===== config.mk =====
export PLATFORM = sky130hd
export DESIGN_NAME = legv8_instr_encoder
export DESIGN_NICKNAME = d
export VERILOG_FILES = /design/src/rtl/legv8_isa_pkg.sv /design/src/rtl/legv8_instr_pack.sv /design/src/rtl/legv8_instr_encoder.sv
export SDC_FILE = /design/constraint.sdc
export NUM_CORES = 1
export LEC_CHECK = 0
export ABC_AREA = 1
export CAP_MARGIN = 20
export CORE_MARGIN = 2
export CORE_UTILIZATION = 45
export CTS_BUF_LIST = sky130_fd_sc_hd__clkbuf_16
export DETAILED_ROUTE_END_ITERATION = 6
export HOLD_SLACK_MARGIN = 0.02
export PLACE_DENSITY = 0.81
export SLEW_MARGIN = 10
export SYNTH_ARGS = -nofsm -noshare
export SYNTH_HDL_FRONTEND = slang
export SYNTH_HIERARCHICAL = 1
export SYNTH_SLANG_ARGS = --single-unit

===== constraint.sdc =====
create_clock -name clock -period 9.75 [get_ports clock]
set_input_delay 0.975 -clock clock [delete_from_list [all_inputs] [get_ports clock]]
set_output_delay 0.975 -clock clock [all_outputs]
set_load 0.005 [all_outputs]

===== src/rtl/legv8_isa_pkg.sv =====
// legv8_isa_pkg: op enum, opcodes, field positions and immediate ranges for the LEGv8 encoder.
package legv8_isa_pkg;
  typedef enum logic [4:0] {
    OP_ADD, OP_SUB, OP_ADDS, OP_SUBS, OP_AND, OP_ORR, OP_EOR, OP_ANDS, OP_LSR, OP_LSL, OP_BR,
    OP_ADDI, OP_SUBI, OP_ADDIS, OP_SUBIS, OP_ANDI, OP_ORRI, OP_EORI, OP_ANDIS,
    OP_STUR, OP_LDUR, OP_MOVZ, OP_MOVK, OP_CBZ, OP_CBNZ, OP_BCOND, OP_B, OP_BL, OP_LDI64
  } op_e;
  typedef enum logic [2:0] {FMT_R, FMT_I, FMT_D, FMT_IW, FMT_CB, FMT_B, FMT_BAD} fmt_e;
  typedef enum logic {IDLE, EXPAND} state_e;
  localparam logic [10:0] OPC_ADD   = 11'b10001011000;
  localparam logic [10:0] OPC_SUB   = 11'b11001011000;
  localparam logic [10:0] OPC_ADDS  = 11'b10101011000;
  localparam logic [10:0] OPC_SUBS  = 11'b11101011000;
  localparam logic [10:0] OPC_AND   = 11'b10001010000;
  localparam logic [10:0] OPC_ORR   = 11'b10101010000;
  localparam logic [10:0] OPC_EOR   = 11'b11001010000;
  localparam logic [10:0] OPC_ANDS  = 11'b11101010000;
  localparam logic [10:0] OPC_LSR   = 11'b11010011010;
  localparam logic [10:0] OPC_LSL   = 11'b11010011011;
  localparam logic [10:0] OPC_BR    = 11'b11010110000;
  localparam logic [9:0]  OPC_ADDI  = 10'b1001000100;
  localparam logic [9:0]  OPC_SUBI  = 10'b1101000100;
  localparam logic [9:0]  OPC_ADDIS = 10'b1011000100;
  localparam logic [9:0]  OPC_SUBIS = 10'b1111000100;
  localparam logic [9:0]  OPC_ANDI  = 10'b1001001000;
  localparam logic [9:0]  OPC_ORRI  = 10'b1011001000;
  localparam logic [9:0]  OPC_EORI  = 10'b1101001000;
  localparam logic [9:0]  OPC_ANDIS = 10'b1111001000;
  localparam logic [10:0] OPC_STUR  = 11'b11111000000;
  localparam logic [10:0] OPC_LDUR  = 11'b11111000010;
  localparam logic [8:0]  OPC_MOVZ  = 9'b110100101;
  localparam logic [8:0]  OPC_MOVK  = 9'b111100101;
  localparam logic [7:0]  OPC_CBZ   = 8'b10110100;
  localparam logic [7:0]  OPC_CBNZ  = 8'b10110101;
  localparam logic [7:0]  OPC_BCOND = 8'b01010100;
  localparam logic [5:0]  OPC_B     = 6'b000101;
  localparam logic [5:0]  OPC_BL    = 6'b100101;
  localparam int R_OPC_LSB  = 21;
  localparam int I_OPC_LSB  = 22;
  localparam int IW_OPC_LSB = 23;
  localparam int CB_OPC_LSB = 24;
  localparam int B_OPC_LSB  = 26;
  localparam int RM_LSB     = 16;
  localparam int SHAMT_LSB  = 10;
  localparam int IMM12_LSB  = 10;
  localparam int ADDR9_LSB  = 12;
  localparam int HW_LSB     = 21;
  localparam int IMM16_LSB  = 5;
  localparam int ADDR19_LSB = 5;
  localparam int RN_LSB     = 5;
  localparam int RD_LSB     = 0;
  localparam int SHAMT_W    = 6;
  localparam int IMM12_W    = 12;
  localparam int ADDR9_W    = 9;
  localparam int IMM16_W    = 16;
  localparam int ADDR19_W   = 19;
  localparam int ADDR26_W   = 26;
  function automatic logic fits_u(input logic [63:0] v, input int w);
    return (v >> w) == '0;
  endfunction
  // a signed value fits when everything from the field's sign bit up is a pure sign extension
  function automatic logic fits_s(input logic [63:0] v, input int w);
    logic [63:0] t;
    t = 64'($signed(v) >>> (w - 1));
    return t == '0 || t == '1;
  endfunction
  function automatic fmt_e fmt_of(input logic [4:0] op);
    case (op)
      OP_ADD, OP_SUB, OP_ADDS, OP_SUBS, OP_AND, OP_ORR, OP_EOR, OP_ANDS, OP_LSR, OP_LSL, OP_BR:
        return FMT_R;
      OP_ADDI, OP_SUBI, OP_ADDIS, OP_SUBIS, OP_ANDI, OP_ORRI, OP_EORI, OP_ANDIS:
        return FMT_I;
      OP_STUR, OP_LDUR: return FMT_D;
      OP_MOVZ, OP_MOVK: return FMT_IW;
      OP_CBZ, OP_CBNZ, OP_BCOND: return FMT_CB;
      OP_B, OP_BL: return FMT_B;
      default: return FMT_BAD;
    endcase
  endfunction
  function automatic logic [31:0] opc_word(input logic [4:0] op);
    case (op)
      OP_ADD:   return 32'(OPC_ADD) << R_OPC_LSB;
      OP_SUB:   return 32'(OPC_SUB) << R_OPC_LSB;
      OP_ADDS:  return 32'(OPC_ADDS) << R_OPC_LSB;
      OP_SUBS:  return 32'(OPC_SUBS) << R_OPC_LSB;
      OP_AND:   return 32'(OPC_AND) << R_OPC_LSB;
      OP_ORR:   return 32'(OPC_ORR) << R_OPC_LSB;
      OP_EOR:   return 32'(OPC_EOR) << R_OPC_LSB;
      OP_ANDS:  return 32'(OPC_ANDS) << R_OPC_LSB;
      OP_LSR:   return 32'(OPC_LSR) << R_OPC_LSB;
      OP_LSL:   return 32'(OPC_LSL) << R_OPC_LSB;
      OP_BR:    return 32'(OPC_BR) << R_OPC_LSB;
      OP_ADDI:  return 32'(OPC_ADDI) << I_OPC_LSB;
      OP_SUBI:  return 32'(OPC_SUBI) << I_OPC_LSB;
      OP_ADDIS: return 32'(OPC_ADDIS) << I_OPC_LSB;
      OP_SUBIS: return 32'(OPC_SUBIS) << I_OPC_LSB;
      OP_ANDI:  return 32'(OPC_ANDI) << I_OPC_LSB;
      OP_ORRI:  return 32'(OPC_ORRI) << I_OPC_LSB;
      OP_EORI:  return 32'(OPC_EORI) << I_OPC_LSB;
      OP_ANDIS: return 32'(OPC_ANDIS) << I_OPC_LSB;
      OP_STUR:  return 32'(OPC_STUR) << R_OPC_LSB;
      OP_LDUR:  return 32'(OPC_LDUR) << R_OPC_LSB;
      OP_MOVZ:  return 32'(OPC_MOVZ) << IW_OPC_LSB;
      OP_MOVK:  return 32'(OPC_MOVK) << IW_OPC_LSB;
      OP_CBZ:   return 32'(OPC_CBZ) << CB_OPC_LSB;
      OP_CBNZ:  return 32'(OPC_CBNZ) << CB_OPC_LSB;
      OP_BCOND: return 32'(OPC_BCOND) << CB_OPC_LSB;
      OP_B:     return 32'(OPC_B) << B_OPC_LSB;
      OP_BL:    return 32'(OPC_BL) << B_OPC_LSB;
      default:  return '0;
    endcase
  endfunction
endpackage


===== src/rtl/legv8_instr_pack.sv =====
// legv8_instr_pack: combinational field packer and immediate range check for one LEGv8 instruction.
module legv8_instr_pack
  import legv8_isa_pkg::*;
(
  input  logic [4:0]  op,
  input  logic [4:0]  rd,
  input  logic [4:0]  rn,
  input  logic [4:0]  rm,
  input  logic [63:0] imm,
  input  logic [1:0]  hw,
  output logic [31:0] instr,
  output logic        err
);
  logic shift, br;
  assign shift = op == OP_LSL || op == OP_LSR;
  assign br = op == OP_BR;
  always_comb begin
    instr = opc_word(op);
    err = 1'b0;
    case (fmt_of(op))
      FMT_R: begin
        instr[RM_LSB +: 5] = br ? 5'd0 : rm;
        instr[SHAMT_LSB +: SHAMT_W] = shift ? imm[SHAMT_W-1:0] : '0;
        instr[RN_LSB +: 5] = rn;
        instr[RD_LSB +: 5] = br ? 5'd0 : rd;
        err = shift && !fits_u(imm, SHAMT_W);
      end
      FMT_I: begin
        instr[IMM12_LSB +: IMM12_W] = imm[IMM12_W-1:0];
        instr[RN_LSB +: 5] = rn;
        instr[RD_LSB +: 5] = rd;
        err = !fits_u(imm, IMM12_W);
      end
      FMT_D: begin
        instr[ADDR9_LSB +: ADDR9_W] = imm[ADDR9_W-1:0];
        instr[RN_LSB +: 5] = rn;
        instr[RD_LSB +: 5] = rd;
        err = !fits_s(imm, ADDR9_W);
      end
      FMT_IW: begin
        instr[HW_LSB +: 2] = hw;
        instr[IMM16_LSB +: IMM16_W] = imm[IMM16_W-1:0];
        instr[RD_LSB +: 5] = rd;
        err = !fits_u(imm, IMM16_W);
      end
      FMT_CB: begin
        instr[ADDR19_LSB +: ADDR19_W] = imm[ADDR19_W-1:0];
        instr[RD_LSB +: 5] = rd;
        err = !fits_s(imm, ADDR19_W);
      end
      FMT_B: begin
        instr[ADDR26_W-1:0] = imm[ADDR26_W-1:0];
        err = !fits_s(imm, ADDR26_W);
      end
      default: begin
        instr = '0;
        err = 1'b1;
      end
    endcase
  end
endmodule


===== src/rtl/legv8_instr_encoder.sv =====
// legv8_instr_encoder: symbolic command to LEGv8 word encoder with LDI64 -> MOVZ/MOVK expansion.
module legv8_instr_encoder
  import legv8_isa_pkg::*;
#(
  parameter bit SKIP_ZERO_HW = 1'b1
) (
  input  logic        clock,
  input  logic        reset,
  input  logic        in_valid,
  output logic        in_ready,
  input  logic [4:0]  in_op,
  input  logic [4:0]  in_rd,
  input  logic [4:0]  in_rn,
  input  logic [4:0]  in_rm,
  input  logic [63:0] in_imm,
  output logic        out_valid,
  input  logic        out_ready,
  output logic [31:0] out_instr,
  output logic        out_last,
  output logic        out_error
);
  state_e       state;
  logic [3:1]   mask, mask_next, mask_load;
  logic [63:16] imm_q;
  logic [4:0]   rd_q, p_op, p_rd;
  logic [63:0]  p_imm;
  logic [1:0]   k, p_hw;
  logic [15:0]  hw_imm;
  logic [31:0]  p_instr;
  logic         p_err, is_ldi, expand;
  assign expand = state == EXPAND;
  assign is_ldi = in_op == OP_LDI64;
  assign in_ready = !expand && (!out_valid || out_ready);
  // next MOVK targets the lowest halfword still pending in the mask
  assign k = mask[1] ? 2'd1 : mask[2] ? 2'd2 : 2'd3;
  assign hw_imm = mask[1] ? imm_q[31:16] : mask[2] ? imm_q[47:32] : imm_q[63:48];
  assign mask_next = mask & (mask - 3'd1);
  assign mask_load = SKIP_ZERO_HW ? {in_imm[63:48] != '0, in_imm[47:32] != '0, in_imm[31:16] != '0} : 3'b111;
  assign p_op = expand ? OP_MOVK : is_ldi ? OP_MOVZ : in_op;
  assign p_rd = expand ? rd_q : in_rd;
  assign p_hw = expand ? k : is_ldi ? 2'd0 : in_rm[1:0];
  assign p_imm = expand ? {48'd0, hw_imm} : is_ldi ? {48'd0, in_imm[15:0]} : in_imm;
  legv8_instr_pack u_pack (
    .op(p_op),
    .rd(p_rd),
    .rn(in_rn),
    .rm(in_rm),
    .imm(p_imm),
    .hw(p_hw),
    .instr(p_instr),
    .err(p_err)
  );
  always_ff @(posedge clock) begin
    if (reset) begin
      state <= IDLE;
      out_valid <= 1'b0;
      out_instr <= '0;
      out_last <= 1'b0;
      out_error <= 1'b0;
      mask <= '0;
    end else if (expand) begin
      if (out_ready) begin
        out_valid <= mask != '0;
        state <= mask != '0 ? EXPAND : IDLE;
        if (mask != '0) begin
          out_instr <= p_instr;
          out_last <= mask_next == '0;
          mask <= mask_next;
        end
      end
    end else if (in_valid && in_ready) begin
      out_valid <= 1'b1;
      out_instr <= p_instr;
      out_last <= !is_ldi || mask_load == '0;
      out_error <= !is_ldi && p_err;
      mask <= is_ldi ? mask_load : '0;
      state <= is_ldi && mask_load != '0 ? EXPAND : IDLE;
      imm_q <= in_imm[63:16];
      rd_q <= in_rd;
    end else if (out_ready) begin
      out_valid <= 1'b0;
    end
  end
endmodule

Word-level counts from Yosys, hierarchy flattened
Memory sizes are Yosys's and may differ from the RTL's.
Index checks and enable logic that the tools add are counted.
- register bits: 92
- ROM bits: 448
- input port bits: 88
- word-level logic and storage cells: 120
- memories: 2
- $add $sub $neg: 1
- eq/ne operators: 14
- multiplexer cells: 45
- bitwise gates (word level): 3
- reduce and logical (&&, ||, !) cells: 47
- memory list (name ; depth ; bits a word ; rd ports ; clocked after Yosys merged registers in ; write ports ; RTL line ; RTL):
    (name not given) ; 32 ; 11 ; 1 ; 0 ; 0 ; legv8_isa_pkg.sv:81 ; case (op)
    (name not given) ; 32 ; 3 ; 1 ; 0 ; 0 ; legv8_isa_pkg.sv:68 ; case (op)
- operators with widths (operator ; number):
    $logic_not 64->1 ; 6
    $eq 64x64->1 const B ; 3
    $mux 32 ; 4
    $mux 64 ; 2
    $reduce_bool 16->1 ; 3
    $pmux 9 s5 ; 1
    $pmux 10 s4 ; 1
    $mux 16 ; 2
    $mux 5 ; 5
    $eq 5x4->1 const B ; 3
    $mux 3 ; 5
    $mux 1 ; 14
    $mux 6 ; 2
    $pmux 2 s5 ; 1
    $logic_not 1->1 ; 9
    $logic_not 3->1 ; 3
    $eq 3x2->1 const B ; 2
    $eq 3x3->1 const B ; 2
    $logic_or 1x1->1 ; 6
    $mux 2 ; 3
    $pmux 1 s6 ; 1
    $reduce_and 3->1 ; 2
    $reduce_bool 3->1 ; 2
    $reduce_or 2->1 ; 3
    other kinds (18) ; 25

Logic depth before layout (Yosys ltp)
- word-level depth: 10
- depth in mapped cells: 21

Modules after synthesis
The synthesis kept the hierarchy.
- modules (own cells, without submodules) (module ; instances ; cells an instance ; area an instance (µm²)):
    legv8_instr_encoder ; 1 ; 514 ; 4200.3
    legv8_instr_pack ; 1 ; 424 ; 2011.9

Least setup slack after synthesis
Ideal clock, no wire load.
- kind: input-to-reg
- start: input port out_ready
- end: register imm_q[16] (netlist name), enable pin
- data arrival time: 3.501 ns
- data required time: 9.286 ns
- setup slack: 5.785 ns
- stages: 4
- path buffers: 0
- cell sequence: inv_1 > a21oi_2 > nand2_2 > nor2_1
- longest elaborated chain between the ends: 4
- RTL lines (what ; RTL line ; RTL):
    start: declaration ; legv8_instr_encoder.sv:17 ; input logic out_ready,
    $logic_or 1x1->1 ; legv8_instr_encoder.sv:33 ; assign in_ready = !expand && (!out_valid || out_ready);
    $logic_and 1x1->1 ; legv8_instr_encoder.sv:33 ;
    net in_ready ; legv8_instr_encoder.sv:10 ; output logic in_ready,
    $logic_and 1x1->1 ; legv8_instr_encoder.sv:71 ; end else if (in_valid && in_ready) begin
    $reduce_and 3->1 (no line) ; - ;
    end signal: assignment ; legv8_instr_encoder.sv:78 ; imm_q <= in_imm[63:16];
    end: declaration ; legv8_instr_encoder.sv:24 ; logic [63:16] imm_q;
The timed path passes the listed nets, and every way through them passes these cells.
A chain may end at the register's enable or synchronous reset.

Worst setup path in the final report
- start: input port in_op[3]
- end: register out_instr[1]
- longest elaborated chain between the ends: 10
- elaborated cells on any way between the ends: 19
- those cells by class: eq/ne: 7; mux: 8; reduce/logical: 3; memory: 1
- RTL lines (what ; RTL line ; RTL):
    start: declaration ; legv8_instr_encoder.sv:11 ; input logic [4:0] in_op,
    $eq 5x5->1 (*) ; legv8_instr_encoder.sv:32 ; assign is_ldi = in_op == OP_LDI64;
    $mux 5 (*) (2 in series) ; legv8_instr_encoder.sv:39 ; assign p_op = expand ? OP_MOVK : is_ldi ? OP_MOVZ : in_op;
    net p_op[0] ; legv8_instr_encoder.sv:25 ; logic [4:0] rd_q, p_op, p_rd;
    $mem_v2 32x3 ; - ;
    $eq 3x2->1, or another cell as far along ; legv8_instr_pack.sv:20 ; case (fmt_of(op))
    $reduce_or 2->1 (no line) ; - ;
    $pmux 10 s4 (*) ; legv8_instr_pack.sv:20 ;
    net p_instr[1] ; legv8_instr_encoder.sv:29 ; logic [31:0] p_instr;
    $mux 32 ; legv8_instr_encoder.sv:65 ; if (mask != '0) begin
    $mux 32 ; legv8_instr_encoder.sv:62 ; if (out_ready) begin
    $mux 32 (*) ; legv8_instr_encoder.sv:61 ; end else if (expand) begin
    end signal: assignment ; legv8_instr_encoder.sv:66 ; out_instr <= p_instr;
    end signal: assignment ; legv8_instr_encoder.sv:73 ; out_instr <= p_instr;
    end: declaration ; legv8_instr_encoder.sv:18 ; output logic [31:0] out_instr,
The timed path passes the listed nets; every way through them passes the cells marked *. The select of a mux whose other input is x is not followed.

==> impl_metrics.env <==
export IMPL_rsz0062_at_grt="no"
export IMPL_critical_path_startpoint="in_op[3]"
export IMPL_synth_yosys_seq_area_share=0.382
export IMPL_hold_violations=0
export IMPL_insertedDiodeCount=0
export IMPL_cts_hold_buffers=0
export IMPL_floorplan_die_width_um=121
export IMPL_all_layer_gr_usage=0.274
export IMPL_synth_fp_nets=1033
export IMPL_syn_instance_count=938
export IMPL_peakVddDrop_uv=83.8
export IMPL_drive_gt1_frac=0.0485
export IMPL_required_ns=10.00
export IMPL_grt_util_met1=0.367
export IMPL_top_level_ports=124
export IMPL_grt_start_max_net_pins=50
export IMPL_final_setup_skew_ns=0.00365
export IMPL_seqCellArea_sq_um=2370
export IMPL_timing_critical_path_to_type="flop"
export IMPL_drtIter0Drc=664
export IMPL_timing_hold_worst_start="out_instr[28]"
export IMPL_postCtsSetupBuffers=0
export IMPL_overflow=0
export IMPL_timing_critical_path_fanout_max=8
export IMPL_outcome="complete, no violations"
export IMPL_fp_dieArea_sq_um=14800
export IMPL_globalRouteMet3Util=0.0437
export IMPL_critPathArrivalTime_ns=4.32
export IMPL_synth_avg_cell_area_sq_um=6.62
export IMPL_synth_ff_latch_count=92
export IMPL_criticalPathCategory="primary input to flop"
export IMPL_tightest_slew_ns=0.928
export IMPL_clkLatencyLatePin_ns=0.35
export IMPL_port_buffers=123
export IMPL_regToRegSetupSlack_ns=6.36
export IMPL_timing_final_setup_violations=0
export IMPL_busiest_layer="met2"
export IMPL_p_total_mw=1.06
export IMPL_areaGrowthSynthToFinish_pct=25.8
export IMPL_number_of_antenna_violations_at_the_first_check_in_global_routing=0
export IMPL_critical_path_startpoint_type="primary input"
export IMPL_cts_tree="yes"
export IMPL_first_pass_iters=5
export IMPL_fin_setup_tns_ns=0
export IMPL_final_gp_congestion=0.937
export IMPL_n_fill_cell=1315
export IMPL_detailed_place_hpwl_um=15100
export IMPL_clkSinkCount=92
export IMPL_std_cell_rows=42
export IMPL_relSlewSlack=0.380
export IMPL_cts_htree_levels=3
export IMPL_synthesis_yosys_warnings=6
export IMPL_cellPowerDensity_nw_per_um2=135
export IMPL_first_global_vias=6156
export IMPL_final_cells=1227
export IMPL_fmax_mhz=246
export IMPL_postRouteWirelength_um=19600
export IMPL_number_of_nets_with_antenna_violations_after_detailed_routing=0
export IMPL_grt_first_pass_wirelength_um=31200
export IMPL_multi_input_area_sq_um=3160
export IMPL_p_leak_nw=3.34
export IMPL_use_met2=0.446
export IMPL_initial_standard_cell_utilization_of_the_core=0.465
export IMPL_routed_via_density=5.35
export IMPL_hold_class="flop to flop"
export IMPL_vertical_die_dimension_um=121
export IMPL_cts_buffer_depth=2
export IMPL_cts_resized=0
export IMPL_post_route_min_period_ns=4.07
export IMPL_synth_area_sq_um=6210
export IMPL_place_inst=1211
export IMPL_r2r_start="expand"
export IMPL_final_nets=1141
export IMPL_clockRootBuffer="sky130_fd_sc_hd__clkbuf_16"
export IMPL_synth_distinct_cells=36
export IMPL_cts_clk_slew_worst_paths_ns=0.06
export IMPL_placeableCoreArea_sq_um=13300
export IMPL_drc=0
export IMPL_cts_buffers_inserted=9
export IMPL_ratio_of_final_minimum_period_to_clock_period=0.417
export IMPL_mean_routed_wirelength_per_cell_um=16.0
export IMPL_via_count=6562
export IMPL_cap_viol_max_count=0
export IMPL_timing_final_max_slew_violations=0
-- stage by stage --
stage | util | setup slack, ns | hold WS, ns | instance area, sq um
2_1_floorplan | - | 5.78 | 0.463 | 6210
3_3_place_gp | 0.561 | 5.43 | 0.464 | 7490
3_5_place_dp | 0.561 | 5.35 | 0.469 | 7490
4_1_cts | 0.585 | 5.71 | 0.487 | 7810
5_1_grt | 0.585 | 5.34 | 0.514 | 7810
6_report | 0.585 | 5.68 | 0.482 | 7810
-- layout by cell type (no fill, tap or decap), types with 2 or more instances in the layout --
| cell | count |
|---|---|
| sky130_fd_sc_hd__o21ai_0 | 56 |
| sky130_fd_sc_hd__edfxtp_1 | 53 |
| sky130_fd_sc_hd__o22ai_1 | 6 |
| sky130_fd_sc_hd__nand4_1 | 32 |
| sky130_fd_sc_hd__buf_4 | 4 |
| sky130_fd_sc_hd__a21oi_1 | 25 |
| sky130_fd_sc_hd__nand2_1 | 195 |
| sky130_fd_sc_hd__nor3_1 | 5 |
| sky130_fd_sc_hd__nand2_2 | 4 |
| sky130_fd_sc_hd__a22oi_1 | 15 |
| sky130_fd_sc_hd__dfxtp_1 | 39 |
| sky130_fd_sc_hd__nor2_4 | 2 |
| sky130_fd_sc_hd__inv_2 | 8 |
| sky130_fd_sc_hd__o21ai_2 | 2 |
| sky130_fd_sc_hd__or2_2 | 3 |
| sky130_fd_sc_hd__nand3_1 | 52 |
| sky130_fd_sc_hd__nor2_2 | 3 |
| sky130_fd_sc_hd__nand2_4 | 5 |
| sky130_fd_sc_hd__o211ai_1 | 7 |
| sky130_fd_sc_hd__nand3_2 | 2 |
| sky130_fd_sc_hd__clkbuf_16 | 9 |
| sky130_fd_sc_hd__bufinv_16 | 2 |
| sky130_fd_sc_hd__nor2_1 | 249 |
| sky130_fd_sc_hd__o21ai_1 | 11 |
| sky130_fd_sc_hd__inv_1 | 121 |
| sky130_fd_sc_hd__ha_1 | 7 |
| sky130_fd_sc_hd__clkdlybuf4s50_1 | 123 |
-- critical path, cell delays in order --
cell	delay [ns]
sky130_fd_sc_hd__clkdlybuf4s50_1	0.48
sky130_fd_sc_hd__nand2_1	0.06
sky130_fd_sc_hd__nor2_1	0.09
sky130_fd_sc_hd__nand3_1	0.29
sky130_fd_sc_hd__a21oi_1	0.53
sky130_fd_sc_hd__inv_1	0.19
sky130_fd_sc_hd__ha_1	0.40
sky130_fd_sc_hd__inv_1	0.07
sky130_fd_sc_hd__nand2_1	0.05
sky130_fd_sc_hd__nand3_1	0.13
sky130_fd_sc_hd__nand3_2	0.12
sky130_fd_sc_hd__nand2_4	0.13
sky130_fd_sc_hd__nand3_1	0.12
sky130_fd_sc_hd__o21ai_2	0.30
sky130_fd_sc_hd__o22ai_1	0.14
sky130_fd_sc_hd__o21ai_0	0.19
sky130_fd_sc_hd__nor2_1	0.05
-- layout make-up --
| cell class | count | area share |
|---|---|---|
| clock inverters | 7 | 0.0119 |
| clock buffers | 9 | 0.0288 |
| inverters | 128 | 0.0618 |
| repair buffers | 127 | 0.161 |
| well taps | 176 | 0.0282 |
| flip-flops and latches | 92 | 0.304 |
| multi-input cells | 688 | 0.404 |
-- power by group --
| part | total, mW | internal (mW) | switching [mW] | leakage (nW) |
|---|---|---|---|---|
| Clock | 0.378 | 0.224 | 0.153 | 0.159 |
| Combinational | 0.232 | 0.0983 | 0.134 | 2.37 |
| Sequential | 0.447 | 0.436 | 0.0108 | 0.817 |
-- registers in the layout, summed over array words and instances, names as in the netlist --
register	count
mask	3
rd_q	5
imm_q	48
out_instr	32
out_last	1
out_valid	1
out_error	1
expand	1
-- cell usage after synthesis --
master	number	share of area
sky130_fd_sc_hd__nor3_1	5	0.0040
sky130_fd_sc_hd__o21ai_2	2	0.0028
sky130_fd_sc_hd__nor2_8	1	0.0032
sky130_fd_sc_hd__buf_6	10	0.018
sky130_fd_sc_hd__o211ai_1	7	0.0085
sky130_fd_sc_hd__clkbuf_1	6	0.0036
sky130_fd_sc_hd__nand4_1	32	0.032
sky130_fd_sc_hd__o22ai_1	6	0.0060
sky130_fd_sc_hd__a21oi_1	25	0.020
sky130_fd_sc_hd__inv_2	8	0.0048
sky130_fd_sc_hd__and2_1	1	0.0010
sky130_fd_sc_hd__nand2_4	5	0.0091
sky130_fd_sc_hd__o21ai_1	11	0.0089
sky130_fd_sc_hd__nand3b_1	1	0.0012
sky130_fd_sc_hd__a22oi_1	15	0.018
sky130_fd_sc_hd__dfxtp_1	39	0.13
sky130_fd_sc_hd__nand3_1	52	0.042
sky130_fd_sc_hd__buf_2	12	0.0097
sky130_fd_sc_hd__nand3_2	2	0.0032
sky130_fd_sc_hd__inv_4	1	0.0010
sky130_fd_sc_hd__nand2_2	4	0.0040
sky130_fd_sc_hd__nor2_2	3	0.0030
sky130_fd_sc_hd__ha_1	7	0.014
sky130_fd_sc_hd__nand2_1	195	0.12
sky130_fd_sc_hd__nor2_1	250	0.15
sky130_fd_sc_hd__buf_1	1	0.00060
sky130_fd_sc_hd__a211oi_1	1	0.0012
sky130_fd_sc_hd__buf_4	1	0.0012
sky130_fd_sc_hd__edfxtp_1	53	0.26
sky130_fd_sc_hd__a32o_1	1	0.0016
sky130_fd_sc_hd__o21ai_4	1	0.0026
sky130_fd_sc_hd__a21oi_2	1	0.0014
sky130_fd_sc_hd__o21ai_0	56	0.045
sky130_fd_sc_hd__inv_1	119	0.072
sky130_fd_sc_hd__nor2_4	1	0.0018
sky130_fd_sc_hd__or2_2	3	0.0030
-- metal layers --
metal,vias to the layer above,routed length (um)
li1,3235,-
met1,2967,8400
met2,312,8990
met3,48,1600
met4,0,596
met5,-,0
-- cell families (layout without fill, tap and decap cells) --
| kind of cell | Yosys count | count (layout) | share of synthesized area |
|---|---|---|---|
| AND/OR/NAND/NOR | 555 | 555 | 0.377 |
| buffers and inverters | 158 | 271 | 0.111 |
| AO/OA/AOI/OAI | 126 | 126 | 0.116 |
| flip-flops | 92 | 92 | 0.382 |
| adder cells (fa/ha/maj) | 7 | 7 | 0.0141 |
-- path summary, 6_finish.rpt --
kind	endpoint	cells after the start
max reg2reg	out_instr[14]	15
max	out_instr[1]	17
min	out_instr[28]	2
min reg2reg	out_instr[28]	2
Power figures use the tool's default switching activity.
==> edit: new RTL, same flow settings <==
Set the parameter `SKIP_ZERO_HW` to 1'b0 (it was 1'b1).
--- a/src/rtl/legv8_instr_encoder.sv
+++ b/src/rtl/legv8_instr_encoder.sv
@@ -2,7 +2,7 @@
 module legv8_instr_encoder
   import legv8_isa_pkg::*;
 #(
-  parameter bit SKIP_ZERO_HW = 1'b1
+  parameter bit SKIP_ZERO_HW = 1'b0
 ) (
   input  logic        clock,
   input  logic        reset,
Formal check against the unedited RTL: not equivalent (Yosys sat finds a counterexample within 4 cycles, from zero or initial values and one cycle with reset high).
==> edit against the original RTL <==
  * Non-clock buffer count up 1
  * Clock skew is 0.0090 ns higher
  * Global-route usage decreased by 0.37 points
  * Critical endpoint is now out_instr[17]
  * Count of clock-buffer cells in the layout is the same
  * Area after synthesis fell by 1.5%
  * Final area fell by 2.1%
  * Routed wire length shrank 2.1%
  * Critical path depth unchanged
  * Sequential cell count unchanged
  * Power shrank 5.0%
  * Highest routed layer unchanged
  * Register-to-register slack got worse by 0.21 ns
  * Clock power fell by 13%
  * Setup slack improved by 0.11 ns
==> edit: results <==
set metrics [dict create \
    status "complete, no violations" \
    ys_seq_area_share_pct 38.8 \
    worstHoldEndpoint "out_instr[3]" \
    grt_max_degree 54 \
    grtUsageMet1_pct 35.9 \
    grt_pass1_vias 5985 \
    viasPerCell 5.43 \
    grt_use_met2_pct 44.0 \
    syn_nets 1002 \
    met3_usage_pct 5.24 \
    grt_pass1_wl_um 30600 \
    finClkSkew_ns 0.0127 \
    rrSetupSlack_ns 6.15 \
    wl_met2_um 8980 \
    gp_congestion 1.02 \
    hp-start "out_instr[3]" \
    leakagePower_nw 3.15 \
    drive_above_1_share_pct 5.03 \
    critical_path.startpoint "in_op[0]" \
    synthTopCellsByCount "nand2_1 (232), nor2_1 (169), inv_1 (113)" \
    vias 6458 \
    dp.cells 1173 \
    yosysUniqueCellTypes 38 \
    r2r_cells 18 \
    yosysMostFrequentCell "nand2_1" \
    dr.first_iter.drc_count 808 \
    regToRegEndpoint "out_instr[17]" \
    pwr-share-clk_pct 32.9 \
    met1_length_um 8040 \
    slew_headroom_pct 31.2 \
]
## edit: cell count changes in the layout (fill, tap and decap cells not counted), moves of 4 or more
cell	delta
a21oi_1	+28
inv_1	-8
inv_2	-6
nand2_1	+37
nand2_4	-4
nand3_1	+30
nand4_1	-14
nor2_1	-81
nor2_4	+4
o21ai_0	-23
o21ai_1	-10
o22ai_1	-4
## edit: cell type report
cell class / count / area, um^2 / share of cell area, %
Clock inverter: 7 / 48.8 / 0.638
Clock buffer: 9 / 225 / 2.95
Tap cell: 176 / 220 / 2.88
Multi-Input combinational cell: 660 / 3070 / 40.1
Inverter: 117 / 444 / 5.81
Sequential cell: 92 / 2370 / 31.0
Timing Repair Buffer: 128 / 1270 / 16.6
## edit: logic make-up after synthesis
group | Yosys count | share of synthesized area [%]
AND/OR/NAND/NOR | 533 | 37.1
buffers and inverters | 155 | 11.2
AO/OA/AOI/OAI | 120 | 11.4
flip-flops | 92 | 38.8
adder cells (fa/ha/maj) | 7 | 1.43
## edit: per-stage QoR
step                      worst slack, ns  util [%]  cell area, um^2  power, mW  hold WS [ns]
final                                5.79      57.7             7640       1.00         0.461
after global routing                 5.53      57.7             7640       1.05         0.472
after CTS                            5.90      57.7             7640       1.00         0.461
after detailed placement             5.54      55.7             7370      0.678         0.451
after global placement               5.66      55.7             7370      0.675         0.449
after floorplan                      5.86         -             6120      0.583         0.455
## edit: critical path, cell delays in order
cell and delay, ns:
clkdlybuf4s50_1 0.48, nor2_1 0.08, nand2_1 0.17, nand2_1 0.10, nor2_1 0.62, inv_4 0.10, nor2_4 0.12, nand2_1 0.08
nand3_2 0.09, nand2_2 0.17, nor2_4 0.43, inv_1 0.27, nor2_1 0.15, a21oi_1 0.05, nand3_1 0.09, nand3_1 0.07
a21oi_1 0.19
